$ cat src/rtl/alu_accumulator_if.sv
// Control, data and status lines between the controller/bus fabric and the
// accumulator/ALU block.
interface alu_accumulator_if #(
    parameter int WIDTH = 8
);
    logic             la_n;
    logic             ea;
    logic             su;
    logic             eu;
    logic             lf_n;
    logic             mul_start;
    logic [WIDTH-1:0] w_bus;
    logic [WIDTH-1:0] b_in;
    logic [WIDTH-1:0] acc_bus;
    logic [WIDTH-1:0] alu_bus;
    logic [WIDTH-1:0] prod_hi;
    logic             flag_c;
    logic             flag_z;
    logic             flag_s;
    logic             busy;
    logic             mul_done;

    modport master (
        output la_n, ea, su, eu, lf_n, mul_start, w_bus, b_in,
        input  acc_bus, alu_bus, prod_hi, flag_c, flag_z, flag_s, busy, mul_done
    );

    modport slave (
        input  la_n, ea, su, eu, lf_n, mul_start, w_bus, b_in,
        output acc_bus, alu_bus, prod_hi, flag_c, flag_z, flag_s, busy, mul_done
    );
endinterface

$ cat src/rtl/alu_accumulator.sv
// Accumulator with add/subtract path, C/Z/S flags and an iterative
// shift-and-add unsigned multiplier (A x B) with a busy handshake.
module alu_accumulator #(
    parameter int WIDTH = 8
) (
    input  logic                clk,
    input  logic                clr,
    alu_accumulator_if.slave    bus
);
    localparam int CW = $clog2(WIDTH) + 1;

    typedef enum logic [1:0] {
        IDLE,
        RUN,
        DONE
    } state_t;

    state_t             r_state;
    logic [WIDTH-1:0]   r_acc;
    logic [WIDTH-1:0]   r_prod_hi;
    logic               r_flag_c;
    logic               r_flag_z;
    logic               r_flag_s;
    logic               r_busy;
    logic               r_done;
    logic [2*WIDTH-1:0] r_mcand;
    logic [WIDTH-1:0]   r_mplier;
    logic [2*WIDTH-1:0] r_product;
    logic [CW-1:0]      r_count;

    logic [WIDTH:0]     w_sum;
    logic [WIDTH-1:0]   w_operand;
    logic [2*WIDTH-1:0] w_step;
    logic               w_last;

    // Subtract is acc + ~b + 1, so carry-out means "no borrow".
    always_comb begin
        w_operand = bus.su ? ~bus.b_in : bus.b_in;
        w_sum     = {1'b0, r_acc} + {1'b0, w_operand} + {{WIDTH{1'b0}}, bus.su};
        w_step    = r_mplier[0] ? (r_product + r_mcand) : r_product;
        w_last    = (r_count == CW'(WIDTH - 1));
    end

    assign bus.acc_bus  = bus.ea ? r_acc : '0;
    assign bus.alu_bus  = bus.eu ? w_sum[WIDTH-1:0] : '0;
    assign bus.prod_hi  = r_prod_hi;
    assign bus.flag_c   = r_flag_c;
    assign bus.flag_z   = r_flag_z;
    assign bus.flag_s   = r_flag_s;
    assign bus.busy     = r_busy;
    assign bus.mul_done = r_done;

    always_ff @(posedge clk or posedge clr) begin
        if (clr) begin
            r_state   <= IDLE;
            r_acc     <= '0;
            r_prod_hi <= '0;
            r_flag_c  <= 1'b0;
            r_flag_z  <= 1'b0;
            r_flag_s  <= 1'b0;
            r_busy    <= 1'b0;
            r_done    <= 1'b0;
            r_mcand   <= '0;
            r_mplier  <= '0;
            r_product <= '0;
            r_count   <= '0;
        end else begin
            case (r_state)
                IDLE: begin
                    if (bus.mul_start) begin
                        r_mcand   <= {{WIDTH{1'b0}}, bus.b_in};
                        r_mplier  <= r_acc;
                        r_product <= '0;
                        r_count   <= '0;
                        r_busy    <= 1'b1;
                        r_state   <= RUN;
                    end else begin
                        if (!bus.la_n) r_acc <= bus.w_bus;
                        if (!bus.lf_n) begin
                            r_flag_c <= w_sum[WIDTH];
                            r_flag_z <= (w_sum[WIDTH-1:0] == '0);
                            r_flag_s <= w_sum[WIDTH-1];
                        end
                    end
                end
                RUN: begin
                    r_product <= w_step;
                    r_mcand   <= r_mcand << 1;
                    r_mplier  <= r_mplier >> 1;
                    r_count   <= r_count + 1'b1;
                    // Final step result goes straight to acc/prod_hi/flags on this edge.
                    if (w_last) begin
                        r_acc     <= w_step[WIDTH-1:0];
                        r_prod_hi <= w_step[2*WIDTH-1:WIDTH];
                        r_flag_c  <= (w_step[2*WIDTH-1:WIDTH] != '0);
                        r_flag_z  <= (w_step == '0);
                        r_flag_s  <= w_step[WIDTH-1];
                        r_busy    <= 1'b0;
                        r_done    <= 1'b1;
                        r_state   <= DONE;
                    end
                end
                DONE: begin
                    r_done  <= 1'b0;
                    r_state <= IDLE;
                end
                default: begin
                    r_busy  <= 1'b0;
                    r_done  <= 1'b0;
                    r_state <= IDLE;
                end
            endcase
        end
    end
endmodule
$ cat src/flat_wrapper.sv
// flat-port wrapper written by rule: the top's interface ports become plain ports
module alu_accumulator_flat 
#(
    parameter int WIDTH = 8
)
  (clk, clr, bus_la_n, bus_ea, bus_su, bus_eu, bus_lf_n, bus_mul_start, bus_w_bus, bus_b_in, bus_acc_bus, bus_alu_bus, bus_prod_hi, bus_flag_c, bus_flag_z, bus_flag_s, bus_busy, bus_mul_done);
  alu_accumulator_if #(.WIDTH(WIDTH)) bus_i ();
  input  logic clk;
  input  logic clr;
  input wire logic [$bits(bus_i.la_n)-1:0] bus_la_n;
  input wire logic [$bits(bus_i.ea)-1:0] bus_ea;
  input wire logic [$bits(bus_i.su)-1:0] bus_su;
  input wire logic [$bits(bus_i.eu)-1:0] bus_eu;
  input wire logic [$bits(bus_i.lf_n)-1:0] bus_lf_n;
  input wire logic [$bits(bus_i.mul_start)-1:0] bus_mul_start;
  input wire logic [$bits(bus_i.w_bus)-1:0] bus_w_bus;
  input wire logic [$bits(bus_i.b_in)-1:0] bus_b_in;
  output wire logic [$bits(bus_i.acc_bus)-1:0] bus_acc_bus;
  output wire logic [$bits(bus_i.alu_bus)-1:0] bus_alu_bus;
  output wire logic [$bits(bus_i.prod_hi)-1:0] bus_prod_hi;
  output wire logic [$bits(bus_i.flag_c)-1:0] bus_flag_c;
  output wire logic [$bits(bus_i.flag_z)-1:0] bus_flag_z;
  output wire logic [$bits(bus_i.flag_s)-1:0] bus_flag_s;
  output wire logic [$bits(bus_i.busy)-1:0] bus_busy;
  output wire logic [$bits(bus_i.mul_done)-1:0] bus_mul_done;
  assign bus_i.la_n = bus_la_n;
  assign bus_i.ea = bus_ea;
  assign bus_i.su = bus_su;
  assign bus_i.eu = bus_eu;
  assign bus_i.lf_n = bus_lf_n;
  assign bus_i.mul_start = bus_mul_start;
  assign bus_i.w_bus = bus_w_bus;
  assign bus_i.b_in = bus_b_in;
  assign bus_acc_bus = bus_i.acc_bus;
  assign bus_alu_bus = bus_i.alu_bus;
  assign bus_prod_hi = bus_i.prod_hi;
  assign bus_flag_c = bus_i.flag_c;
  assign bus_flag_z = bus_i.flag_z;
  assign bus_flag_s = bus_i.flag_s;
  assign bus_busy = bus_i.busy;
  assign bus_mul_done = bus_i.mul_done;
  alu_accumulator #(.WIDTH(WIDTH)) u_core (.clk(clk), .clr(clr), .bus(bus_i));
endmodule
$ cat config.mk
export PLATFORM = sky130hd
export DESIGN_NAME = alu_accumulator_flat
export DESIGN_NICKNAME = d
export VERILOG_FILES = /design/src/rtl/alu_accumulator_if.sv /design/src/rtl/alu_accumulator.sv /design/src/flat_wrapper.sv
export SDC_FILE = /design/constraint.sdc
export NUM_CORES = 1
export LEC_CHECK = 0
export BUFFER_PORTS_ARGS = -buffer_cell sky130_fd_sc_hd__buf_2
export CELL_PAD_IN_SITES_DETAIL_PLACEMENT = 1
export CELL_PAD_IN_SITES_GLOBAL_PLACEMENT = 1
export CORE_MARGIN = 2
export CORE_UTILIZATION = 40
export CTS_CLUSTER_SIZE = 28
export DETAILED_ROUTE_END_ITERATION = 8
export GPL_ROUTABILITY_DRIVEN = 0
export PLACE_DENSITY_LB_ADDON = 0.1
export SLEW_MARGIN = 30
export SYNTH_ARGS = -nofsm -noshare
export SYNTH_HDL_FRONTEND = slang
export SYNTH_SLANG_ARGS = --single-unit
$ cat constraint.sdc
create_clock -name clk -period 2.7 [get_ports clk]
set_input_delay 0.27 -clock clk [delete_from_list [all_inputs] [get_ports clk]]
set_output_delay 0.27 -clock clk [all_outputs]
set_load 0.005 [all_outputs]
---- Word-level counts from Yosys, hierarchy flattened ----
Cells that the tools add are included.
word-level totals
  word-level logic and storage cells ...... 75
  register bits ........................... 67
  latch bits .............................. 0
  memories ................................ 0
  RAM bits ................................ 0
  output and inout port bits .............. 29
  memory bits (read-only) ................. 0
  bits of input ports ..................... 24
cells by class
  multiply operators ...................... 0
  bitwise logic cells ..................... 3
  order comparisons ....................... 0
  add/subtract/negate cells ............... 4
  shift-type cells ........................ 0
  divide/modulo/power cells ............... 0
  equal/unequal tests ..................... 8
  reductions and logical operators ........ 12
  multiplexer cells ....................... 36
operators with widths
  operator               number
  $pmux W16 S2           2
  $mux W8                7
  $mux W16               3
  $pmux W8 S2            2
  $add A16 B16 Y16       1
  $logic_not A16 Y1      1
  $mux W1                12
  $add A8 B8 Y9          1
  $add A9 B1 Y9          1
  $logic_not A8 Y1       1
  $ne A2 B2 Y1 const B   4
  $not A8 Y8             1
  $pmux W1 S2            4
  $pmux W4 S2            1
  $reduce_and A2 Y1      4
  $reduce_and A4 Y1      2
  $reduce_bool A8 Y1     1
  $add A4 B1 Y4 const B  1
  $eq A4 B3 Y1 const B   1
  $mux W2                2
  $mux W4                1
  $pmux W2 S2            1
  $pmux W1 S3            1
  $reduce_and A3 Y1      1
  other kinds (6)        7

---- Longest topological paths before layout ----
Gate-level depths: netlist of the first run.
  depth after elaboration ................. 8
  gate-level depth with buffers ........... 11
  mapped depth without buffers ............ 10

---- Least setup slack after synthesis of the first run ----
No wires, ideal clock.
  kind .................................... reg2reg
  from .................................... register u_core.r_product[0]
  to ...................................... register u_core.r_flag_z (netlist: u_core.bus.flag_z)
  arrival ................................. 2574 ps
  stages on the path, launching flop included .. 11
  path buffers ............................ 0
  period minus slack after synthesis ...... 2640 ps
  slack ................................... 60 ps
  data required time ...................... 2634 ps
  library setup time ...................... 66 ps
  cell sequence ........................... dfrtp_1 > ha_1 > fa_1 > a211oi_2 > o31a_1 > a2111oi_0 > nor3b_1 > o2111a_1 > nand3_2 > a2111oi_4 > a31o_1
between the ends
  cells in the longest elaborated chain, start to end .. 5
ends and longest elaborated chain
  what                    line                   source
  from (decl)             alu_accumulator.sv:28  logic [2*WIDTH-1:0] r_product;
  from (signal assigned)  alu_accumulator.sv:87  r_product <= w_step;
  $add A16 B16 Y16        alu_accumulator.sv:40  w_step = r_mplier[0] ? (r_product + r_mcand) : r_product;
  $mux W16 (*)            alu_accumulator.sv:40
  $logic_not A16 Y1 (*)   alu_accumulator.sv:96  r_flag_z <= (w_step == '0);
  $mux W1 (*)             alu_accumulator.sv:92  if (w_last) begin
  $pmux W1 S2 (*)         alu_accumulator.sv:68  case (r_state)
  to (signal assigned)    alu_accumulator.sv:81  r_flag_z <= (w_sum[WIDTH-1:0] == '0);
  to (signal assigned)    alu_accumulator.sv:96
  to (decl)               alu_accumulator.sv:22  logic r_flag_z;
Mark *: on every way between the ends. The rest lies on a longest branch, timed or not. The select of a mux whose other input is x is not followed.
A chain may end at the register's enable or synchronous reset.

---- Final worst setup path of the first run ----
  from .................................... register u_core.r_mcand[0]
  to ...................................... register u_core.r_flag_c (netlist: u_core.bus.flag_c)
between the ends
  cells in the longest elaborated chain, start to end .. 5
ends and longest elaborated chain
  what                    line                   source
  from (decl)             alu_accumulator.sv:26  logic [2*WIDTH-1:0] r_mcand;
  from (signal assigned)  alu_accumulator.sv:71  r_mcand <= {{WIDTH{1'b0}}, bus.b_in};
  from (signal assigned)  alu_accumulator.sv:88  r_mcand <= r_mcand << 1;
  $add A16 B16 Y16        alu_accumulator.sv:40
  $mux W16                alu_accumulator.sv:40
  $reduce_bool A8 Y1      alu_accumulator.sv:95  r_flag_c <= (w_step[2*WIDTH-1:WIDTH] != '0);
  $mux W1                 alu_accumulator.sv:92
  $pmux W1 S2             alu_accumulator.sv:68
  to (signal assigned)    alu_accumulator.sv:80  r_flag_c <= w_sum[WIDTH];
  to (signal assigned)    alu_accumulator.sv:95
  to (decl)               alu_accumulator.sv:21  logic r_flag_c;
Every way passes these cells. The select of a mux whose other input is x is not followed.

==> reports/metrics.yaml, run 1 <==
timing:
  tightestPinTransition_ns: 0.619
  period_minus_slack_ns: 2.76
  rsz0062_at_grt: "true"
  setup_tns_ns: -0.120
  setup_viol: 3
  slew_headroom: 0.587
  slew_violations: 0
  finalCritPeriodShare: 1.02
  finClkSkew_ns: 0.0150
  finalHoldViolCount: 0
  timing.final.ws_setup_ns: -0.0555
  max_freq_mhz: 363
worst_setup_path:
  rrSetupSlack_ns: -0.06
  cpPeakStageDelay_ns: 0.39
  rr_startpoint: "u_core.r_mcand[0]"
  worstSetupStartpointType: "flip-flop"
  slowest_stage: "dfrtp_1"
  critPathCaptureType: "flip-flop"
  cp_max_fo: 5
  worstPathArrival_ns: 2.99
  crit_chain: "ha_2 -> fa_2 -> a211oi_2 -> o31a_1 -> buf_4 -> o22a_4 -> a31oi_1 -> nor2_1 -> xnor2_2 -> a2111oi_4 -> a21oi_1"
  worstReg2RegEnd: "u_core.bus.flag_c"
  r2r_cells: 11
  required_ns: 2.94
  critPathKind: "reg -> reg"
layout:
  final_common_cell: "nand2_1"
  antenna_cells: 0
  final_cell_mix: "89 x nand2_1, 66 x dfrtp_1, 52 x buf_2"
  area_delta_synth_final_pct: 24.7
  layout-drive-gt1-share: 0.271
  num-fill-cells: 1206
  multi_input_area_sq_mm: 0.00248
  postLayoutCoreUtil: 0.509
  layout.nets: 617
  seq_area_sq_mm: 0.00168
yosys:
  synth_top_area_cell: "dfrtp_1"
  syn-num-nets: 527
  synthFlopType: "dfrtp_1"
  avgSynthCellArea_sq_um: 8.74
  synth_top_area_frac: 0.401
  synthCells: 478
  synth.ff_latch_count: 67
  ys_types: 54
  syn-cell-area_sq_mm: 0.00418
  synth_edf_count: 0
  seq_area_frac_synth: 0.401
  synth_top_cells_by_area: "dfrtp_1 40%, nand2_1 8.1%, ha_1 6.9%"
  yosysWarnings: 0
  ys_async_sr_fraction: 1.00
place:
  post-dp-hpwl_microns: 9080
  numPortBuffers: 52
floorplan:
  initial_core_util: 0.408
  dieArea_sq_mm: 0.0113
  die_h_microns: 106
  io_pins: 53
  rows: 37
  die_x_microns: 106
  core_area_sq_mm: 0.0102
outcome:
  violations: "negative setup slack"
  outcome: "complete, but fails checks"
run:
  maxCapViolCount: 0
detailed_routing:
  postRouteAntennaNets: 0
  wl_per_cell_microns: 17.7
  postRouteWirelength_microns: 12600
  vias_per_cell: 5.42
  drt_iter0_markers: 158
  firstDrtPassIters: 5
  drc: 0
  vias: 3843
power:
  cellPowerDensity_mw_per_mm2: 1510
  sequentialPowerShare: 0.242
  switching_share: 0.457
  clockPowerShare: 0.124
  p_comb_frac: 0.634
  p_int_mw: 4.27
  vdd_ir_drop_max_mv: 0.554
  switchingPower_mw: 3.60
  p_leak_nw: 2.54
global_route:
  grt_max_degree: 68
  grt-ovfl-total: 0
  grtUsageTotal: 0.239
  antenna_found_initial: 0
  grt_pass1_wl_microns: 21300
  grt_pass1_vias: 4084
worst_hold_path:
  hp-class: "in -> async"
clocking:
  cts_buffers: 9
  path_clk_slew_ns: 0.09
  clockBufferDepth: 2
  cts_sinks: 67
  htreeDepth: 3
  cts_root_buf: "clkbuf_8"
  tritoncts: "built"
  insertion_delay_ns: 0.36
## cells in the mapped netlist, types with 10 or more instances
cell type and count:
nand2_1 90, dfrtp_1 67, nor2_1 42, o21ai_0 36
a21oi_1 30, ha_1 23, nand3_1 21, clkbuf_1 18
a31oi_1 16, and2_1 15, xor2_1 13, a21o_1 10
mux2i_1 10, xnor2_1 10
## power groups by stage
stage | registers, mW | clock network (mW) | logic, mW
after floorplan | 1.77 | 0 | 3.10
after global placement | 1.88 | 0 | 4.44
after detailed placement | 1.90 | 0 | 4.61
after CTS | 1.90 | 1.00 | 4.87
after global routing | 1.97 | 1.03 | 5.59
final | 1.91 | 0.975 | 4.99
## kinds of logic after synthesis
kind of cell / count (synthesis) / share of synthesized area
flops: 67 / 0.401
mux: 12 / 0.0302
compound gates: 124 / 0.198
simple gates: 197 / 0.214
fa+ha+maj: 25 / 0.0785
xor+xnor: 23 / 0.0482
buf+inv: 30 / 0.0293
## cell type report
class,count,share of cell area
sequential,67,0.322
multi-input combinational,381,0.475
clock inverter,7,0.0192
clock buffer,9,0.0238
tap,136,0.0327
inverter,8,0.00576
timing repair buffer,101,0.121
## what timing repair did
action | 4_1_cts | 5_1_grt
pin swaps | 12 | 12
setup endpoints to repair | 6 | 9
hold buffers | 0 | 0
gates resized for setup | 11 | 8
buffers inserted | 10 | 5
## worst max-delay path by stage
stage,endpoint,cells past startpoint,slack [ns],startpoint
3_5_place_dp,u_core.bus.flag_c,11,-0.19,u_core.r_product[0]
6_report,u_core.bus.flag_c,11,-0.06,u_core.r_mcand[0]
2_1_floorplan,u_core.bus.flag_z,10,0.06,u_core.r_product[0]
3_3_place_gp,u_core.bus.flag_z,10,-0.11,u_core.r_product[0]
5_1_grt,u_core.bus.flag_c,11,-0.21,u_core.r_mcand[0]
4_1_cts,u_core.bus.flag_c,11,-0.02,u_core.r_product[0]
## critical path, delay by kind of cell, from the launching register on
family / cells / cell delay (ns)
AO/OA/AOI/OAI: 6 / 1.20
XOR/XNOR: 1 / 0.13
AND/OR/NAND/NOR: 1 / 0.21
adder cells (fa/ha/maj): 2 / 0.56
buffers and inverters: 1 / 0.15
flip-flops: 1 / 0.39
## registers in the layout, indices dropped and copies added, names as in the netlist, 2 cells and up
name and cells:
u_core.r_mcand 16, u_core.r_state 2, u_core.r_mplier 8, u_core.bus.prod_hi 8, u_core.r_acc 8, u_core.r_product 16, u_core.r_count 4
## metal layers
layer	global-route usage	vias up	routed length [microns]	part of all wire
li1	-	1869	-	-
met1	0.308	1905	5600	0.45
met2	0.413	49	6460	0.51
met3	0.0411	20	317	0.025
met4	0.0667	0	190	0.015
met5	0	-	0	0
## stage by stage
step / instances / power [mW] / hold slack (ns) / instance area, sq um / setup WS, ns
finish: 709 / 7.87 / 0.0465 / 5210 / -0.0555
global route: 709 / 8.60 / 0.102 / 5210 / -0.207
CTS: 704 / 7.77 / 0.186 / 5140 / -0.0250
detailed placement: 679 / 6.51 / 0.471 / 4790 / -0.193
global placement: 679 / 6.32 / 0.458 / 4790 / -0.112
floorplan: 478 / 4.87 / 0.375 / 4180 / 0.0602
Note: power is estimated with default switching activity, not from simulation.
==> run 2, diff against run 1 <==
--- a/config.mk
+++ b/config.mk
@@ -13,7 +13,7 @@
 export CTS_CLUSTER_SIZE = 28
 export DETAILED_ROUTE_END_ITERATION = 8
 export GPL_ROUTABILITY_DRIVEN = 0
-export PLACE_DENSITY_LB_ADDON = 0.1
+export PLACE_DENSITY_LB_ADDON = 0.08
 export SLEW_MARGIN = 30
 export SYNTH_ARGS = -nofsm -noshare
 export SYNTH_HDL_FRONTEND = slang
==> constraint.sdc (replaced) <==
create_clock -name clk -period 2.35 [get_ports clk]
set_input_delay 0.235 -clock clk [delete_from_list [all_inputs] [get_ports clk]]
set_output_delay 0.235 -clock clk [all_outputs]
set_load 0.005 [all_outputs]
==> run 2 against run 1 <==
Compared with the run above: sequential power grew 13%; sequential share of layout area fell by 2.8 points; largest cell class unchanged; highest routed layer unchanged; final cell count is 5.9% higher; via count up 5.5%; setup slack worse by 0.35 ns; the run still ends with negative setup slack left; clock skew shrank 0.0051 ns.
==> reports/metrics.yaml, run 2 (synthesis results as in run 1) <==
outcome:
  outcome: "complete, but fails checks"
  violations: "negative setup slack"
floorplan:
  die_h_microns: 106
  io_pins: 53
  rows: 37
  initial_core_util: 0.408
  dieArea_sq_mm: 0.0113
  core_area_sq_mm: 0.0102
  die_x_microns: 106
power:
  power.total_mw: 10.1
  clockPowerShare: 0.095
  p_int_mw: 5.49
  cellPowerDensity_mw_per_mm2: 1770
  p_comb_frac: 0.692
  p_leak_nw: 2.78
  vdd_ir_drop_max_mv: 0.630
  sequentialPowerShare: 0.213
  switching_share: 0.455
  switchingPower_mw: 4.59
detailed_routing:
  firstDrtPassIters: 5
  postRouteWirelength_microns: 13700
  drc: 0
  postRouteAntennaNets: 0
  vias_per_cell: 5.40
  wl_per_cell_microns: 18.3
  vias: 4056
  drt_iter0_markers: 183
layout:
  stdcell_area_sq_mm: 0.00570
  num-fill-cells: 1215
  largestRegisters: "u_core.r_mcand x16, u_core.r_product x16"
  final_cell_mix: "89 x nand2_1, 83 x buf_4, 67 x dfrtp_1"
  layout.nets: 659
  postLayoutCoreUtil: 0.558
  seq_area_sq_mm: 0.00168
  antenna_cells: 0
  layout-drive-gt1-share: 0.359
  final_common_cell: "nand2_1"
  multi_input_area_sq_mm: 0.00264
  area_delta_synth_final_pct: 36.5
worst_setup_path:
  critPathKind: "reg -> out"
  rrSetupSlack_ns: -0.39
  critPathCaptureType: "output port"
  required_ns: 2.12
  worstSetupStartpointType: "flip-flop"
  worstPathArrival_ns: 2.52
  cp_max_fo: 2
global_route:
  grt_pass1_vias: 4288
  grtUsageTotal: 0.248
  grt-ovfl-total: 0
  grt_pass1_wl_microns: 21800
  grt_max_degree: 49
  antenna_found_initial: 0
place:
  place_area_sq_mm: 0.00505
  numPortBuffers: 52
  post-dp-hpwl_microns: 9660
  preCtsSetupSlack_ns: -0.373
timing:
  slew_violations: 0
  rsz0062_at_grt: "true"
  setup_tns_ns: -3.08
  finalHoldViolCount: 0
  max_freq_mhz: 363
  period_minus_slack_ns: 2.75
  slew_headroom: 0.620
  finClkSkew_ns: 0.00984
  setup_viol: 17
  tightestPinTransition_ns: 0.567
  finalCritPeriodShare: 1.17
  timing.final.ws_setup_ns: -0.401
run:
  maxCapViolCount: 0
clocking:
  htreeDepth: 3
  cts_root_buf: "clkbuf_8"
  path_clk_slew_ns: 0.08
  tritoncts: "built"
  clockBufferDepth: 2
  insertion_delay_ns: 0.36
  cts_buffers: 9
  cts_sinks: 67
worst_hold_path:
  hp-class: "in -> reg"
==> run 2: worst paths after layout <==
kind / from / end / cells after the start
setup reg to reg: u_core.r_product[0] / u_core.bus.flag_z / 10
hold reg to reg: u_core.bus.prod_hi[1] / u_core.bus.prod_hi[1] / 2
setup / recovery: u_core.r_acc[0] / bus_alu_bus[6] / 10
hold / removal: bus_b_in[6] / u_core.r_mcand[6] / 3
max in group asynchronous: clr / u_core.r_product[12] / 4
min in group asynchronous: clr / u_core.r_count[2] / 3
==> run 2: critical path, cell delays in order, from the launching register on <==
cell and delay [ns]:
dfrtp_1 0.38, mux2_4 0.28, fa_2 0.34, a21o_1 0.17, a21oi_2 0.18, o21bai_1 0.11
a21oi_2 0.16, xnor2_1 0.16, buf_4 0.15, and2_4 0.13, buf_6 0.08
==> run 2: final cells by class <==
type / instances / area share
clock inverter: 5 / 0.00636
clock buffer: 11 / 0.0265
tap: 136 / 0.0298
timing repair buffer: 143 / 0.175
multi-input combinational: 381 / 0.463
inverter: 8 / 0.00526
sequential: 67 / 0.294
==> run 2: power by group through the flow <==
stage | Clock, mW | Combinational (mW) | Sequential (mW)
after floorplan | 0 | 3.57 | 2.04
after global placement | 0 | 5.63 | 2.12
after detailed placement | 0 | 5.82 | 2.14
after CTS | 0.979 | 6.40 | 2.14
after global routing | 1.01 | 7.68 | 2.21
final | 0.954 | 6.98 | 2.15
==> run 2: through the flow <==
stage                     cells  hold WS [ns]
final                       751         0.153
after global routing        751         0.160
after CTS                   740         0.140
after detailed placement    710         0.278
after global placement      710         0.265
after floorplan             478         0.340
==> run 2: per-layer routing <==
layer | part of all wire | global-route usage | vias to the layer above
met4 | 0.026 | 0.0874 | 0
li1 | - | - | 1948
met1 | 0.42 | 0.303 | 2011
met2 | 0.52 | 0.438 | 66
met5 | 0 | 0 | -
met3 | 0.027 | 0.0417 | 31
==> run 2: what timing repair did <==
item / CTS / global route
setup endpoints to repair: 18 / 24
gates resized for setup: 37 / 27
pin swaps: 27 / 31
hold endpoints to repair: 17 / 0
buffers inserted: 14 / 14
hold buffers: 1 / 0
